--- config.mk ---
export PLATFORM = sky130hd
export DESIGN_NAME = uart_tx_param
export DESIGN_NICKNAME = d
export VERILOG_FILES = /design/src/rtl/uart_pkg.sv /design/src/rtl/uart_tx_fifo.sv /design/src/rtl/uart_tx_param.sv
export SDC_FILE = /design/constraint.sdc
export NUM_CORES = 1
export LEC_CHECK = 0
export CAP_MARGIN = 20
export CORE_MARGIN = 4
export CORE_UTILIZATION = 27
export CTS_BUF_LIST = sky130_fd_sc_hd__clkbuf_8
export DETAILED_ROUTE_END_ITERATION = 16
export GPL_ROUTABILITY_DRIVEN = 0
export PLACE_DENSITY_LB_ADDON = 0.12
export SYNTH_ARGS = -nofsm -noshare
export SYNTH_HDL_FRONTEND = slang
export SYNTH_SLANG_ARGS = --single-unit
--- constraint.sdc ---
create_clock -name clk -period 3.3 [get_ports clk]
set_clock_uncertainty 0.1 [all_clocks]
set_input_delay 0.66 -clock clk [delete_from_list [all_inputs] [get_ports clk]]
set_output_delay 0.66 -clock clk [all_outputs]
set_load 0.05 [all_outputs]
--- src/rtl/uart_pkg.sv ---
// Shared types and constants for the parametrised UART transmitter.
package uart_pkg;

  typedef enum logic [2:0] {IDLE, START, DATA, PARITY, STOP} uart_state_t;

  localparam int PAR_NONE = 0;
  localparam int PAR_EVEN = 1;
  localparam int PAR_ODD  = 2;

  localparam logic UART_IDLE_LVL  = 1'b1;
  localparam logic UART_START_LVL = 1'b0;

  function automatic int calc_div(input longint clk_rate, input longint baud);
    return int'(clk_rate / baud);
  endfunction

  // Width of a counter that must reach div-1.
  function automatic int cnt_width(input int div);
    return (div <= 2) ? 1 : $clog2(div);
  endfunction

endpackage

--- src/rtl/uart_tx_fifo.sv ---
// Synchronous FIFO with asynchronous reset on its control state; head word is
// visible on dout whenever the FIFO is non-empty.
module uart_tx_fifo #(
  parameter int WIDTH = 8,
  parameter int DEPTH = 4
) (
  input  logic                     clk,
  input  logic                     rst,
  input  logic                     push,
  input  logic                     pop,
  input  logic [WIDTH-1:0]         din,
  output logic [WIDTH-1:0]         dout,
  output logic                     full,
  output logic                     empty,
  output logic [$clog2(DEPTH):0]   count
);

  localparam int AW = $clog2(DEPTH);
  localparam int CW = AW + 1;

  logic [WIDTH-1:0] mem [DEPTH];
  logic [AW-1:0]    wr_q, rd_q;
  logic [CW-1:0]    cnt_q;
  logic             do_push, do_pop;

  assign full    = (cnt_q == CW'(DEPTH));
  assign empty   = (cnt_q == '0);
  assign do_push = push && !full;
  assign do_pop  = pop && !empty;
  assign dout    = mem[rd_q];
  assign count   = cnt_q;

  always_ff @(posedge clk) begin
    if (do_push) mem[wr_q] <= din;
  end

  // Pointers wrap naturally because DEPTH is a power of two.
  always_ff @(posedge clk or posedge rst) begin
    if (rst) begin
      wr_q  <= '0;
      rd_q  <= '0;
      cnt_q <= '0;
    end else begin
      if (do_push) wr_q <= wr_q + 1'b1;
      if (do_pop)  rd_q <= rd_q + 1'b1;
      case ({do_push, do_pop})
        2'b10:   cnt_q <= cnt_q + 1'b1;
        2'b01:   cnt_q <= cnt_q - 1'b1;
        default: cnt_q <= cnt_q;
      endcase
    end
  end

endmodule

--- src/rtl/uart_tx_param.sv ---
// Parametrised UART transmitter: input FIFO feeding a frame FSM that emits
// start, data (LSB first), optional parity and stop bits back-to-back.
module uart_tx_param
  import uart_pkg::*;
#(
  parameter int CLK_RATE    = 50_000_000,
  parameter int BAUD        = 9600,
  parameter int DATA_BITS   = 8,
  parameter int PARITY_MODE = 1,
  parameter int STOP_BITS   = 1,
  parameter int FIFO_DEPTH  = 4
) (
  input  logic                          clk,
  input  logic                          rst,
  input  logic                          tx_req,
  input  logic [DATA_BITS-1:0]          tx_data,
  output logic                          tx_ready,
  output logic                          tx_busy,
  output logic                          tx_out,
  output logic [$clog2(FIFO_DEPTH):0]   fifo_count
);

  localparam int DIV   = calc_div(CLK_RATE, BAUD);
  localparam int CNT_W = cnt_width(DIV);
  localparam logic [CNT_W-1:0] BAUD_LAST = CNT_W'(DIV - 1);
  localparam logic [3:0]       DATA_LAST = 4'(DATA_BITS - 1);
  localparam logic [3:0]       STOP_LAST = 4'(STOP_BITS - 1);

  if (DIV < 2) begin : g_bad_div
    $error("uart_tx_param: CLK_RATE/BAUD must be at least 2");
  end
  if (DATA_BITS < 5 || DATA_BITS > 9) begin : g_bad_data
    $error("uart_tx_param: DATA_BITS must be 5..9");
  end
  if (PARITY_MODE < 0 || PARITY_MODE > 2) begin : g_bad_par
    $error("uart_tx_param: PARITY_MODE must be 0, 1 or 2");
  end
  if (STOP_BITS != 1 && STOP_BITS != 2) begin : g_bad_stop
    $error("uart_tx_param: STOP_BITS must be 1 or 2");
  end
  if (FIFO_DEPTH < 2 || (FIFO_DEPTH & (FIFO_DEPTH - 1)) != 0) begin : g_bad_depth
    $error("uart_tx_param: FIFO_DEPTH must be a power of two >= 2");
  end

  function automatic logic frame_parity(input logic [DATA_BITS-1:0] d);
    return (PARITY_MODE == PAR_ODD) ? ~^d : ^d;
  endfunction

  uart_state_t          state_q, state_d;
  logic [CNT_W-1:0]     baud_q, baud_d;
  logic [3:0]           bit_q, bit_d;
  logic [DATA_BITS-1:0] shift_q, shift_d;
  logic                 par_q, par_d;
  logic                 tx_q, tx_d;
  logic                 load, bit_end;
  logic                 fifo_full, fifo_empty;
  logic [DATA_BITS-1:0] fifo_head;

  uart_tx_fifo #(.WIDTH(DATA_BITS), .DEPTH(FIFO_DEPTH)) u_fifo (
    .clk   (clk),
    .rst   (rst),
    .push  (tx_req),
    .pop   (load),
    .din   (tx_data),
    .dout  (fifo_head),
    .full  (fifo_full),
    .empty (fifo_empty),
    .count (fifo_count)
  );

  assign tx_ready = !fifo_full;
  assign tx_busy  = (state_q != IDLE) || !fifo_empty;
  assign tx_out   = tx_q;
  assign bit_end  = (baud_q == BAUD_LAST);

  always_comb begin
    state_d = state_q;
    baud_d  = baud_q;
    bit_d   = bit_q;
    shift_d = shift_q;
    par_d   = par_q;
    tx_d    = tx_q;
    load    = 1'b0;
    if (state_q != IDLE) baud_d = bit_end ? '0 : baud_q + 1'b1;
    case (state_q)
      IDLE: begin
        tx_d = UART_IDLE_LVL;
        if (!fifo_empty) load = 1'b1;
      end
      START: begin
        if (bit_end) begin
          state_d = DATA;
          bit_d   = '0;
          tx_d    = shift_q[0];
        end
      end
      DATA: begin
        if (bit_end) begin
          if (bit_q == DATA_LAST) begin
            bit_d = '0;
            if (PARITY_MODE != PAR_NONE) begin
              state_d = PARITY;
              tx_d    = par_q;
            end else begin
              state_d = STOP;
              tx_d    = UART_IDLE_LVL;
            end
          end else begin
            shift_d = shift_q >> 1;
            bit_d   = bit_q + 1'b1;
            tx_d    = shift_q[1];
          end
        end
      end
      PARITY: begin
        if (bit_end) begin
          state_d = STOP;
          bit_d   = '0;
          tx_d    = UART_IDLE_LVL;
        end
      end
      STOP: begin
        if (bit_end) begin
          if (bit_q == STOP_LAST) begin
            // A queued word starts on this same edge so frames stay gapless.
            if (!fifo_empty) begin
              load = 1'b1;
            end else begin
              state_d = IDLE;
              tx_d    = UART_IDLE_LVL;
            end
          end else begin
            bit_d = bit_q + 1'b1;
          end
        end
      end
      default: begin
        state_d = IDLE;
        tx_d    = UART_IDLE_LVL;
      end
    endcase
    if (load) begin
      shift_d = fifo_head;
      par_d   = frame_parity(fifo_head);
      baud_d  = '0;
      bit_d   = '0;
      state_d = START;
      tx_d    = UART_START_LVL;
    end
  end

  always_ff @(posedge clk or posedge rst) begin
    if (rst) begin
      state_q <= IDLE;
      baud_q  <= '0;
      bit_q   <= '0;
      shift_q <= '0;
      par_q   <= 1'b0;
      tx_q    <= UART_IDLE_LVL;
    end else begin
      state_q <= state_d;
      baud_q  <= baud_d;
      bit_q   <= bit_d;
      shift_q <= shift_d;
      par_q   <= par_d;
      tx_q    <= tx_d;
    end
  end

endmodule

==> run metrics <==
first-pass GRT wire length 11260 um; sw frac 0.2954; row cnt 40; # H-tree levels 3; CP Cell Sequence or3_1, nor2_1, inv_1, clkdlybuf4s50_1; Flop pwr share 0.492; Residual DRC 0; Psw 0.0006384 W; Core Box Area 12110 um^2; fmax 322.3 MHz; worst reg-to-reg setup slack 0.24 ns; flip-flop and latch count after synthesis 69; Mapped Avg Cell Area 12.36 um^2; largest net degree at the start of global routing 38; compound-cell area share of the yosys netlist 0.1253; CP Capture Type output pin; Area after DPL 3765 um^2; DR vias/cell 4.535; Setup Crit Path Kind register to output pin; status finished, final reports clean; Clock Sink Count 69; Syn. warnings 0; GRT Resource Usage Total 0.1019; fillers 1243; post-synthesis cell count 273; TNS Setup 0 ns; CP top delay family buffers and inverters; sequential area share after synthesis 0.5595; share of layout cells above drive strength 1 0.1705; initial antenna violation count 0; Worst-Margin Slew 0.6383 ns; cts hold-fix bufs 0; count leader, synth dfrtp_1; RSZ-0062 raised after global routing false; Combinational Power Share 0.201; Critical-path top delay cell clkdlybuf4s50_1; GRT Residual Overflow 0; P per Cell Area 547.1 nW/um^2; Post-synth EDFFs 32; ranking of synthesized cells by area edfxtp_1, dfrtp_1, mux4_2; count of buffer and inverter cells on the critical path 2; top_reg_cell synth dfrtp_1; area leader, netlist edfxtp_1; Post-Syn Area 3374 um^2; Worst-path clk slew 0.08 ns; crit path max fanout 8; Clk network pwr share 0.306; Distinct cells, synth 53; later-pin clock latency in the skew report 0.35 ns; final hold vios 0; starting density of the core 0.2786; Post-Synth Simple-Gate Area 0.1316; largest family of logic cells by synthesized area simple AND/OR/NAND/NOR gates; Slew Limit Headroom 0.5745; Post-Synth XOR/XNOR Area 0.04116; design area 3950 um^2; IO Pins 17; Worst path max stage delay 0.75 ns; Tcrit/Tclk final 0.9402; via count 2145; CTS tree done; IO Port Bufs 16; Wirelength per Cell 14.21 um; cts repair resizes 0; Slew Viols, Final 0; worst path arrival time 2.34 ns; final setup fails 0; Hold Path Class register to register; postcts setup bufs 0; Net Count, Synth 293; initial DRC count 107; Pint 0.001523 W; maximum vdd drop 230.9 uV; Final min period 3.103 ns; Post-DRT Antenna Nets 0; Req. time, crit path 2.54 ns; Die Y 119.8 um; Die ar. 14350 um^2; CP Launch Type register; fin nets 320; CTS Buffer Depth 2; placed wire-length estimate 4599 um; vias in the first global route 2159; top-area cell type share of the netlist area 0.2848; CTS Buf Count 9; Post-synth ARST share 0.5362; drt pass-1 iters 4; CTS root buffer clkbuf_8; LEAKAGE 1.444 nW; chip width 119.8 um; Synth Area in Adders 0.03560; multiplexer share of the synthesized area 0.08046; Max-cap violations 0; Diodes inserted 0; top post-synthesis cells by count dfrtp_1, edfxtp_1, o21ai_0, nand2_1, nor2_1; routed wire length 6723 um; Syn-to-layout area delta 17.06%
==> stage by stage <==
stage	power (W)	utilization	hold slack, ns	cells	worst slack, ns
floorplan	0.001384	-	0.3502	273	0.04121
CTS	0.002210	0.3261	0.4202	473	0.1743
global placement	0.001531	0.3108	0.4026	457	0.3005
finish	0.002161	0.3261	0.4146	473	0.1974
detailed placement	0.001532	0.3108	0.4041	457	0.2497
global route	0.002287	0.3261	0.4340	473	0.07360
==> final timing paths <==
kind	cells past startpoint	to	from
hold reg to reg	1	baud_q[6]	baud_q[6]
setup reg to reg	11	u_fifo.count[2]	bit_q[0]
hold / removal	1	baud_q[6]	baud_q[6]
min in group asynchronous	3	shift_q[5]	rst
max in group asynchronous	3	tx_out	rst
setup / recovery	4	tx_busy	u_fifo.count[2]
==> state kept, by name, summed over array words and instances, names as in the netlist, 2 cells and up <==
register and count:
baud_q 13, bit_q 4, shift_q 8, state_q 3
u_fifo.count 3, u_fifo.mem 32, u_fifo.rd_q 2, u_fifo.wr_q 2
==> routing by layer <==
layer  GRT usage  part of all wire
met2      0.1660              0.48
met5           0                 0
met1      0.1250              0.47
met3     0.03346             0.034
met4     0.04080             0.018
==> cells by family after synthesis <==
group | count (synthesis)
and+or+nand+nor | 82
DFF | 69
AOI/OAI and AO/OA | 60
buffers and inverters | 21
muxes | 17
xor gates and xnor gates | 15
adders and majority gates | 9
==> cells in the final DEF (no fill, tap or decap), types with 5 or more instances in the layout <==
cell type,Yosys,final
nor2_1,19,19
xnor2_1,11,11
ha_1,8,8
edfxtp_1,32,32
a21oi_1,5,5
o21ai_0,24,24
dfrtp_1,36,36
inv_1,13,16
clkbuf_8,0,9
mux4_2,8,8
nand3_1,8,8
clkdlybuf4s50_1,0,16
nand2_1,20,20
and3_1,5,5
buf_4,0,8
a21oi_2,9,9
mux2i_1,8,8
==> power groups by stage <==
stage / registers, W / clock network [W] / logic (W)
detailed placement: 0.00108 / 0 / 0.000447
global placement: 0.00108 / 0 / 0.000448
global route: 0.00108 / 0.000731 / 0.000479
CTS: 0.00107 / 0.000696 / 0.000447
floorplan: 0.00114 / 0 / 0.000245
finish: 0.00106 / 0.000662 / 0.000435
==> cell type report <==
cell class                 instances  area (um^2)  share of cell area
inverter                          13        48.80             0.01235
sequential                        69         1888              0.4780
clock inverter                     7        61.31             0.01552
clock buffer                       9        123.9             0.03136
tap                              168        210.2             0.05322
multi-input combinational        183         1398              0.3538
timing repair buffer              24        220.2             0.05575
No activity file was read; power rests on OpenSTA's default activity.
